$ cat config.mk
export PLATFORM = sky130hd
export DESIGN_NAME = rd_req_arbiter
export DESIGN_NICKNAME = d
export VERILOG_FILES = /design/src/rtl/rd_arb_pkg.sv /design/src/rtl/rd_rr_pick.sv /design/src/rtl/rd_req_arbiter.sv
export SDC_FILE = /design/constraint.sdc
export NUM_CORES = 1
export LEC_CHECK = 0
export CAP_MARGIN = 0
export CORE_AREA = 10 10 62 64
export DETAILED_ROUTE_END_ITERATION = 10
export DIE_AREA = 0 0 72 74
export GPL_TIMING_DRIVEN = 1
export PLACE_DENSITY = 0.54
export SLEW_MARGIN = 20
export SYNTH_ARGS = -nofsm -noshare
export SYNTH_HDL_FRONTEND = slang
export SYNTH_SLANG_ARGS = --single-unit
$ cat constraint.sdc
create_clock -name clock -period 2.55 [get_ports clock]
set_clock_uncertainty 0.05 [all_clocks]
set_input_delay 0.51 -clock clock [delete_from_list [all_inputs] [get_ports clock]]
set_output_delay 0.51 -clock clock [all_outputs]
set_load 0.005 [all_outputs]
$ cat src/rtl/rd_arb_pkg.sv
`default_nettype none
// ============================================================================
// Module   : rd_arb_pkg
// Brief    : Shared types and helpers for the read-request arbiter.
// Revision : 1.0 - initial release
// ============================================================================
package rd_arb_pkg;

    // Largest requester count the arbiter supports.
    localparam int MAX_REQ = 8;

    // Arbiter sequencing states, explicitly encoded.
    typedef enum logic [2:0] {
        IDLE    = 3'd0,
        ISSUE   = 3'd1,
        WAIT    = 3'd2,
        RELEASE = 3'd3,
        ABORT   = 3'd4
    } arb_state_t;

    // One-hot expansion of a requester index.
    function automatic logic [MAX_REQ-1:0] onehot(input logic [2:0] idx);
        logic [MAX_REQ-1:0] v;
        v      = '0;
        v[idx] = 1'b1;
        return v;
    endfunction

endpackage
`default_nettype wire

$ cat src/rtl/rd_rr_pick.sv
`default_nettype none
// ============================================================================
// Module   : rd_rr_pick
// Brief    : Combinational round-robin picker. Searches upward from ptr+1
//            (with wrap) and returns the first requesting index.
// Revision : 1.0 - initial release
// ============================================================================
module rd_rr_pick #(
    parameter int N_REQ = 4
) (
    input  logic [N_REQ-1:0]         req,
    input  logic [$clog2(N_REQ)-1:0] ptr,
    output logic [$clog2(N_REQ)-1:0] idx,
    output logic                     valid
);

    localparam int IW = $clog2(N_REQ);

    // Scan candidates from farthest to nearest so the nearest set bit wins.
    always_comb begin
        logic [IW-1:0] w_cand;
        idx    = '0;
        valid  = 1'b0;
        w_cand = '0;
        for (int i = N_REQ; i >= 1; i--) begin
            w_cand = IW'((int'(ptr) + i) % N_REQ);
            if (req[w_cand]) begin
                idx   = w_cand;
                valid = 1'b1;
            end
        end
    end

endmodule
`default_nettype wire

$ cat src/rtl/rd_req_arbiter.sv
`default_nettype none
// ============================================================================
// Module   : rd_req_arbiter
// Brief    : Round-robin arbiter sharing one single-read bus controller
//            between N_REQ requesters, with a watchdog that aborts reads
//            stuck in wait states and reports err to the owner.
// Revision : 1.0 - initial release
// ============================================================================
module rd_req_arbiter
    import rd_arb_pkg::*;
#(
    parameter int N_REQ   = 4,
    parameter int TIMEOUT = 16
) (
    input  logic                     clock,
    input  logic                     reset,
    input  logic [N_REQ-1:0]         req,
    output logic [N_REQ-1:0]         gnt,
    output logic [N_REQ-1:0]         done,
    output logic [N_REQ-1:0]         err,
    output logic [$clog2(N_REQ)-1:0] owner,
    output logic                     busy,
    output logic                     go,
    input  logic                     eng_rd,
    input  logic                     eng_ds,
    output logic                     eng_abort
);

    localparam int IW = $clog2(N_REQ);
    localparam int CW = $clog2(TIMEOUT + 1);

    localparam logic [CW-1:0] C_CNT_LAST = CW'(TIMEOUT - 1);
    localparam logic [CW-1:0] C_CNT_MAX  = CW'(TIMEOUT);
    localparam logic [IW-1:0] C_PTR_RST  = IW'(N_REQ - 1);

    arb_state_t      r_state;
    logic [IW-1:0]   r_owner;
    logic [IW-1:0]   r_ptr;
    logic [CW-1:0]   r_cnt;

    logic [IW-1:0]   w_pick_idx;
    logic            w_pick_valid;
    logic            w_timeout;
    logic [CW-1:0]   w_cnt_inc;
    logic [N_REQ-1:0] w_owner_oh;

    rd_rr_pick #(
        .N_REQ (N_REQ)
    ) u_pick (
        .req   (req),
        .ptr   (r_ptr),
        .idx   (w_pick_idx),
        .valid (w_pick_valid)
    );

    // Watchdog fires on the last allowed cycle unless data strobe arrives;
    // >= keeps a saturated counter from ever slipping past the abort.
    assign w_timeout = (r_cnt >= C_CNT_LAST) && !eng_ds;
    assign w_cnt_inc = (r_cnt == C_CNT_MAX) ? r_cnt : r_cnt + 1'b1;

    // Sequencer: grant, issue, wait for data, then release or abort.
    always_ff @(posedge clock) begin
        if (reset) begin
            r_state <= IDLE;
            r_owner <= '0;
            r_ptr   <= C_PTR_RST;
            r_cnt   <= '0;
        end else begin
            case (r_state)
                IDLE: begin
                    if (w_pick_valid) begin
                        r_owner <= w_pick_idx;
                        r_cnt   <= '0;
                        r_state <= ISSUE;
                    end
                end
                ISSUE: begin
                    r_cnt <= w_cnt_inc;
                    if (w_timeout) begin
                        r_state <= ABORT;
                    end else if (eng_rd) begin
                        r_state <= WAIT;
                    end
                end
                WAIT: begin
                    r_cnt <= w_cnt_inc;
                    if (eng_ds) begin
                        r_state <= RELEASE;
                    end else if (w_timeout) begin
                        r_state <= ABORT;
                    end
                end
                RELEASE: begin
                    r_ptr   <= r_owner;
                    r_state <= IDLE;
                end
                ABORT: begin
                    r_ptr   <= r_owner;
                    r_state <= IDLE;
                end
                default: r_state <= IDLE;
            endcase
        end
    end

    // Moore output decode from registered state and owner only.
    assign w_owner_oh = N_REQ'(onehot(3'(r_owner)));
    assign gnt        = (r_state != IDLE)    ? w_owner_oh : '0;
    assign done       = (r_state == RELEASE) ? w_owner_oh : '0;
    assign err        = (r_state == ABORT)   ? w_owner_oh : '0;
    assign owner      = r_owner;
    assign busy       = (r_state != IDLE);
    assign go         = (r_state == ISSUE);
    assign eng_abort  = (r_state == ABORT);

endmodule
`default_nettype wire
After elaboration in Yosys (flattened, before gate mapping)
Index checks and enable logic that the tools add are counted.

operators by class
  order comparisons = 7
  multipliers = 0
  add/sub/neg operators = 5
  reductions and logical operators = 11
  bitwise logic cells = 0
  mux-type cells = 30
  shifts and indexed selects = 0
  equality and inequality tests = 9
  divide/modulo/power cells = 0

operator list
  kind                                                                   number
  3-bit 2-to-1 mux                                                       5
  2-bit by 3-bit < comparator with 1-bit output, second input constant   4
  4-bit 2-to-1 mux                                                       3
  5-bit 2-to-1 mux                                                       2
  5-bit case mux with 2 select lines                                     1
  1-bit 2-to-1 mux                                                       9
  3-bit case mux with 3 select lines                                     1
  1-bit binary-select mux with 2-bit select                              4
  2-bit 2-to-1 mux                                                       4
  3-bit by 2-bit == test with 1-bit output, second input constant        2
  3-bit AND reduction                                                    2
  5-bit by 1-bit adder with 5-bit output, second input constant          1
  5-bit == test, second input constant                                   1
  5-bit by 4-bit >= comparator with 1-bit output, second input constant  1
  2-bit by 1-bit adder with 2-bit output, second input constant          2
  2-bit adder, second input constant                                     2
  2-bit by 4-bit < comparator with 1-bit output, second input constant   1
  2-bit OR reduction                                                     2
  3-bit by 1-bit == test with 1-bit output, second input constant        1
  3-bit == test, second input constant                                   1
  3-bit logical NOT                                                      1
  3-bit by 1-bit != test with 1-bit output, second input constant        1
  3-bit != test, second input constant                                   1
  3-bit nonzero test                                                     1
  other kinds (8)                                                        9

storage, ports and cells
  logic and storage cells = 66
  output and inout port bits = 17
  flip-flop bits (word level) = 12
  bits in read-only memories = 0
  memory bits (writable) = 0
  bits in latches = 0
  memories kept = 0

Logic depth before layout (Yosys ltp)
  word-level depth = 9
  mapped depth = 7
  depth with buffers taken out = 7

Hierarchy
From an unflattened synthesis, not the netlist that was laid out.

unflattened totals
  cell total of the unflattened synthesis = 107
  area total of the unflattened synthesis = 828.3 um^2

by module, submodules not included
  module          area each (um^2)  cells each  seq. area each (um^2)  instances
  rd_req_arbiter  737.0             93          240.2                  1
  rd_rr_pick      91.3              14          0.0                    1

Least setup slack after synthesis
Ideal clock, no wire load.

  kind = in2reg
  start = input req[0]
  end = register r_cnt[1]
  buffers on the path = 0
  slack = 836 ps
  library setup time = 132 ps
  arrival = 1532 ps
  stages = 4
  cells stage by stage = or4_1 -> a2bb2oi_2 -> or4b_1 -> a21oi_1

on the way
  word-level cells in the longest chain between the ends = 8
  elaborated cells between the ends (all ways) = 14
  classes of those cells = 1 x eq/ne; 12 x mux; 1 x reduce/logical

ends and longest elaborated chain
  item                                                         RTL line              RTL
  start, declared                                              rd_req_arbiter.sv:17  input logic [N_REQ-1:0] req,
  1-bit binary-select mux with 2-bit select                    rd_rr_pick.sv:27      if (req[w_cand]) begin
  1-bit 2-to-1 mux (not written as such)                       rd_rr_pick.sv:27
  1-bit 2-to-1 mux (3 in series)                               rd_rr_pick.sv:27
  1-bit 2-to-1 mux *                                           rd_rr_pick.sv:27
  2-bit by 1-bit != test with 1-bit output (no source line) *  --
  3-bit AND reduction (no source line) *                       --
  end signal, assigned                                         rd_req_arbiter.sv:78  r_cnt <= w_cnt_inc;
  end signal, assigned                                         rd_req_arbiter.sv:86  r_cnt <= w_cnt_inc;
  end, declared                                                rd_req_arbiter.sv:39  logic [CW-1:0] r_cnt;

Every way passes the cells marked *; elsewhere a longest branch is shown, timed or not. The select of a mux whose other input is x is not followed.
A chain may end at the register's enable or synchronous reset.

Worst setup path after layout
  start = register r_state[2]
  end = output done[0]

on the way
  word-level cells in the longest chain between the ends = 2

ends and longest elaborated chain
  item                                      RTL line               RTL
  start, declared                           rd_req_arbiter.sv:36   arb_state_t r_state;
  start signal, assigned                    rd_req_arbiter.sv:64   r_state <= IDLE;
  start signal, assigned                    rd_req_arbiter.sv:74   r_state <= ISSUE;
  start signal, assigned                    rd_req_arbiter.sv:80   r_state <= ABORT;
  3-bit by 2-bit == test with 1-bit output  rd_req_arbiter.sv:109  assign done = (r_state == RELEASE) ? w_owner_oh : '0;
  4-bit 2-to-1 mux                          rd_req_arbiter.sv:109
  end, declared                             rd_req_arbiter.sv:19   output logic [N_REQ-1:0] done,

No other way between the ends.

==> impl_results.html <==
<table>
<tr><th>Metric</th><th>Value</th></tr>
<tr><th colspan="2">Critical path</th></tr>
<tr><td>Reg2Reg Depth</td><td>7</td></tr>
<tr><td>Endpoint required time on the critical path</td><td>a little under 2 ns</td></tr>
<tr><td>Data arrival time at the worst-slack endpoint</td><td>between 1.5 and 2 ns</td></tr>
<tr><td>CP startpoint kind</td><td>register</td></tr>
<tr><td>Nature of the critical path endpoint</td><td>output port</td></tr>
<tr><td>Worst R2R Start</td><td>r_cnt[0]</td></tr>
<tr><td>Reg-to-reg critical path endpoint</td><td>r_state[0]</td></tr>
<tr><td>Critical path class</td><td>reg -&gt; out</td></tr>
<tr><td>Setup crit start</td><td>r_state[2]</td></tr>
<tr><td>Register-to-register setup slack</td><td>0.72 ns</td></tr>
<tr><td>Highest net fanout along the worst path</td><td>9</td></tr>
<tr><th colspan="2">Synthesis</th></tr>
<tr><td>Mapped Cells</td><td>100</td></tr>
<tr><td>Combinational family with the most area after synthesis</td><td>simple AND/OR/NAND/NOR gates</td></tr>
<tr><td>Unique cell type count in the Yosys netlist</td><td>31</td></tr>
<tr><td>Compound-gate portion of the synthesized area</td><td>0.229</td></tr>
<tr><td>Simple logic cell fraction of the synthesized area</td><td>0.347</td></tr>
<tr><td>Total standard cell area after synthesis</td><td>754 sq um</td></tr>
<tr><td>Xor/xnor cell area share of the yosys netlist</td><td>0.0116</td></tr>
<tr><td>Post-synth EDFFs</td><td>0</td></tr>
<tr><td>Dominant cells by area after synthesis</td><td>sky130_fd_sc_hd__dfxtp_1 32%, sky130_fd_sc_hd__nor2_1 8.0%, sky130_fd_sc_hd__a21oi_1 6.0%</td></tr>
<tr><td>Share of synthesized cell area in full adder, half adder and majority cells</td><td>0.0498</td></tr>
<tr><td>Proportion of synthesized area in mux cells</td><td>0</td></tr>
<tr><td>Yosys reg bits</td><td>12</td></tr>
<tr><td>Commonest cells in the synthesized netlist</td><td>16 x sky130_fd_sc_hd__nor2_1, 12 x sky130_fd_sc_hd__dfxtp_1, 9 x sky130_fd_sc_hd__a21oi_1</td></tr>
<tr><td>Proportion of synthesized flip-flops having asynchronous set or reset</td><td>0</td></tr>
<tr><td>Mapped Nets</td><td>111</td></tr>
<tr><td>Count leader, synth</td><td>sky130_fd_sc_hd__nor2_1</td></tr>
<tr><td>Yosys warning count</td><td>0</td></tr>
<tr><td>Post-synthesis sequential area ratio</td><td>0.318</td></tr>
<tr><td>Primary FF master, synth</td><td>sky130_fd_sc_hd__dfxtp_1</td></tr>
<tr><td>Post-Synthesis Mean Instance Area</td><td>around 7.5 sq um</td></tr>
<tr><td>Proportion of netlist area held by the largest area contributor</td><td>0.318</td></tr>
<tr><td>Leading area contributor after synthesis</td><td>sky130_fd_sc_hd__dfxtp_1</td></tr>
<tr><th colspan="2">Power</th></tr>
<tr><td>Proportion of power drawn by the clock network</td><td>0.251</td></tr>
<tr><td>P_leak</td><td>between 0.0003 and 0.0004 uW</td></tr>
<tr><td>Internal power component</td><td>between 300 and 400 uW</td></tr>
<tr><td>Proportion of power drawn by flip-flops and latches</td><td>0.457</td></tr>
<tr><td>Power density over the cells</td><td>roughly 450 mW/mm^2</td></tr>
<tr><td>Worst vdd rail ir drop</td><td>0.398 mV</td></tr>
<tr><td>Combinational Power Share</td><td>0.292</td></tr>
<tr><td>Switching part of the total</td><td>0.309</td></tr>
<tr><td>Net Switching</td><td>~150 uW</td></tr>
<tr><th colspan="2">Timing</th></tr>
<tr><td>Final-report max-slew violation count</td><td>0</td></tr>
<tr><td>Number of failing setup endpoints in the final timing report</td><td>0</td></tr>
<tr><td>Portion of the clock cycle consumed by the worst path in the final layout</td><td>0.901</td></tr>
<tr><td>Total negative slack for setup checks</td><td>0 ns</td></tr>
<tr><td>Timing-limited maximum frequency</td><td>0.435 GHz</td></tr>
<tr><td>Worst-case setup margin in the final layout</td><td>0.252 ns</td></tr>
<tr><td>Slew @ Worst Pin</td><td>0.689 ns</td></tr>
<tr><td>Hold violation count in the final report</td><td>0</td></tr>
<tr><td>RSZ-0062 raised after global routing</td><td>no</td></tr>
<tr><td>Period minus WS final</td><td>2.30 ns</td></tr>
<tr><td>Relative max-transition margin</td><td>0.538</td></tr>
<tr><th colspan="2">Final layout</th></tr>
<tr><td>Area growth from synthesis to final layout</td><td>42.0%</td></tr>
<tr><td>FF/Latch Area</td><td>between 200 and 250 sq um</td></tr>
<tr><td>Final cell count without fillers</td><td>~160</td></tr>
<tr><td>Area taken by multi-input logic gates</td><td>480 sq um</td></tr>
<tr><td>Proportion of layout cells with a drive suffix above 1</td><td>0.0625</td></tr>
<tr><td>Inserted Diodes</td><td>0</td></tr>
<tr><td>Layout Nets</td><td>approximately 140</td></tr>
<tr><td>Count of fill cells added during filler insertion</td><td>295</td></tr>
<tr><th colspan="2">Worst hold path</th></tr>
<tr><td>Worst Hold End</td><td>r_cnt[4]</td></tr>
<tr><td>Worst min-delay path category</td><td>reg -&gt; reg</td></tr>
<tr><td>Hold Path Origin</td><td>r_cnt[4]</td></tr>
<tr><td>Cell depth of the worst hold path</td><td>2</td></tr>
<tr><th colspan="2">Clocking</th></tr>
<tr><td>Clk buf depth</td><td>2</td></tr>
<tr><td>Number of hold buffers added after CTS</td><td>0</td></tr>
<tr><td>CTS clk-pin slew, worst paths</td><td>0.08 ns</td></tr>
<tr><td>Source-to-sink clock delay at the later pin of the worst-skew pair</td><td>~0.27 ns</td></tr>
<tr><td>Clock sink count</td><td>12</td></tr>
<tr><td>Post-cts resize count</td><td>0</td></tr>
<tr><td>Number of CTS-inserted buffers</td><td>3</td></tr>
<tr><td>Root Buffer</td><td>sky130_fd_sc_hd__clkbuf_4</td></tr>
<tr><td>Number of setup buffers added after CTS</td><td>0</td></tr>
<tr><td>Clock tree from TritonCTS</td><td>yes</td></tr>
<tr><td>CTS H-tree depth</td><td>1</td></tr>
<tr><th colspan="2">Place</th></tr>
<tr><td>Placer's final routability congestion estimate</td><td>0.693</td></tr>
<tr><td>Port Buf Inserts</td><td>24</td></tr>
<tr><td># placed instances</td><td>around 160</td></tr>
<tr><td>Detail Placement HPWL</td><td>1.65 mm</td></tr>
<tr><td>Place WS</td><td>between 0.15 and 0.2 ns</td></tr>
<tr><th colspan="2">Global route</th></tr>
<tr><td>Wire length of the first global-routing pass</td><td>~3.8 mm</td></tr>
<tr><td>Global-route congestion overflow total</td><td>0</td></tr>
<tr><td>Total track usage</td><td>0.0845</td></tr>
<tr><td>Antenna violations before repair</td><td>0</td></tr>
<tr><td>Maximum number of pins on one net before global-route repair</td><td>13</td></tr>
<tr><td>Vias in the first global route</td><td>about 840</td></tr>
<tr><th colspan="2">Drt</th></tr>
<tr><td>Via density per instance</td><td>roughly 5.2</td></tr>
<tr><td>Detailed-router iteration count before antenna repair</td><td>4</td></tr>
<tr><td>Total number of vias</td><td>between 800 and 900</td></tr>
<tr><td>Remaining design rule violation count</td><td>0</td></tr>
<tr><td>Count of nets left with antenna violations after detail routing</td><td>0</td></tr>
<tr><td>Count of routing violations after the opening detailed-route iteration</td><td>47</td></tr>
<tr><td>Final wirelength</td><td>2.18 mm</td></tr>
<tr><td>Average detailed-routed wire length per instance</td><td>13.7 um</td></tr>
<tr><th colspan="2">Run status</th></tr>
<tr><td>Status</td><td>finished, final reports clean</td></tr>
<tr><th colspan="2">Floorplanning</th></tr>
<tr><td>Number of rows in the core area</td><td>19</td></tr>
<tr><td>Overall die width</td><td>between 70 and 80 um</td></tr>
<tr><td>Core Area</td><td>between 0.002 and 0.003 sq mm</td></tr>
<tr><td>Die ar.</td><td>~0.0053 sq mm</td></tr>
<tr><td>Starting Density</td><td>0.283</td></tr>
<tr><td>Vertical die dimension</td><td>between 70 and 80 um</td></tr>
<tr><td>Ports placed on the boundary</td><td>25</td></tr>
<tr><th colspan="2">Run</th></tr>
<tr><td>Max-cap violations</td><td>0</td></tr>
</table>
==> registers in the layout, indices dropped and copies added, names as in the netlist <==
register / cells
r_state: 3
owner: 2
r_cnt: 5
r_ptr: 2
==> layout by cell type, fill, tap and decap left out <==
| cell type | Yosys | final |
|---|---|---|
| sky130_fd_sc_hd__and3_1 | 3 | 3 |
| sky130_fd_sc_hd__a21oi_1 | 9 | 9 |
| sky130_fd_sc_hd__o221ai_1 | 1 | 1 |
| sky130_fd_sc_hd__or4b_1 | 1 | 1 |
| sky130_fd_sc_hd__nor2b_1 | 2 | 2 |
| sky130_fd_sc_hd__o221a_2 | 1 | 1 |
| sky130_fd_sc_hd__a2bb2oi_2 | 1 | 1 |
| sky130_fd_sc_hd__nand2b_1 | 4 | 4 |
| sky130_fd_sc_hd__nor4bb_1 | 1 | 1 |
| sky130_fd_sc_hd__nor3_1 | 4 | 4 |
| sky130_fd_sc_hd__ha_1 | 3 | 3 |
| sky130_fd_sc_hd__dfxtp_1 | 12 | 12 |
| sky130_fd_sc_hd__a22oi_1 | 1 | 1 |
| sky130_fd_sc_hd__nor2_1 | 16 | 16 |
| sky130_fd_sc_hd__xnor2_1 | 1 | 1 |
| sky130_fd_sc_hd__nand3_1 | 1 | 1 |
| sky130_fd_sc_hd__o22ai_1 | 1 | 1 |
| sky130_fd_sc_hd__a2bb2oi_1 | 1 | 1 |
| sky130_fd_sc_hd__o21ai_0 | 6 | 6 |
| sky130_fd_sc_hd__nand2_1 | 6 | 6 |
| sky130_fd_sc_hd__nand4_1 | 1 | 1 |
| sky130_fd_sc_hd__buf_4 | 0 | 3 |
| sky130_fd_sc_hd__or4_1 | 4 | 4 |
| sky130_fd_sc_hd__nor4_1 | 1 | 1 |
| sky130_fd_sc_hd__a211oi_1 | 2 | 2 |
| sky130_fd_sc_hd__a211o_1 | 2 | 2 |
| sky130_fd_sc_hd__inv_1 | 7 | 7 |
| sky130_fd_sc_hd__clkdlybuf4s50_1 | 0 | 24 |
| sky130_fd_sc_hd__clkbuf_4 | 0 | 3 |
| sky130_fd_sc_hd__nand3b_1 | 1 | 1 |
| sky130_fd_sc_hd__nor4b_1 | 1 | 1 |
| sky130_fd_sc_hd__or3_1 | 3 | 3 |
| sky130_fd_sc_hd__o31ai_1 | 1 | 1 |
==> worst max path at each step <==
stage | end | slack (ns)
final | done[0] | 0.25
after global placement | r_cnt[1] | 0.25
after CTS | done[0] | 0.24
after global routing | done[0] | 0.07
after floorplan | r_cnt[1] | 0.84
after detailed placement | r_cnt[1] | 0.17
==> through the flow <==
step                 util  hold slack (ns)  total power (uW)  instance area (sq um)
finish              0.402            0.470               479                   1070
global route        0.402            0.495               512                   1070
CTS                 0.402            0.471               485                   1070
detailed placement  0.394            0.459               365                   1050
global placement    0.394            0.455               364                   1050
floorplan               -            0.421               294                    754
==> area by class of cell <==
cell class / count / area share
sequential: 12 / 0.224
multi-input combinational: 79 / 0.449
timing repair buffer: 27 / 0.245
inverter: 7 / 0.0245
clock buffer: 3 / 0.0210
tap: 31 / 0.0362
==> worst max-delay path: stages, from the launching register on <==
cell and delay, ns:
sky130_fd_sc_hd__dfxtp_1 0.39, sky130_fd_sc_hd__nand3b_1 0.33, sky130_fd_sc_hd__nor3_1 0.21, sky130_fd_sc_hd__clkdlybuf4s50_1 0.53
==> per-layer routing <==
| layer | up-vias | wire (um) | GRT usage |
|---|---|---|---|
| met5 | - | 0 | 0 |
| met1 | 389 | 975 | 0.0906 |
| met2 | 13 | 1070 | 0.149 |
| met3 | 2 | 120 | 0.0426 |
| li1 | 425 | - | - |
| met4 | 0 | 13 | 0.0129 |
==> cells by family after synthesis <==
family,count (synthesis)
buffers and inverters,9
AND/OR/NAND/NOR,49
adder cells (fa/ha/maj),3
flip-flops,12
AO/OA/AOI/OAI,26
XOR/XNOR,1
==> power by group through the flow <==
stage / combinational, uW / clock (uW) / sequential [uW]
floorplan: 75.7 / 0 / 218
global placement: 141 / 0 / 223
detailed placement: 142 / 0 / 223
CTS: 143 / 122 / 219
global route: 156 / 133 / 222
finish: 140 / 120 / 219
Power figures use the tool's default switching activity.
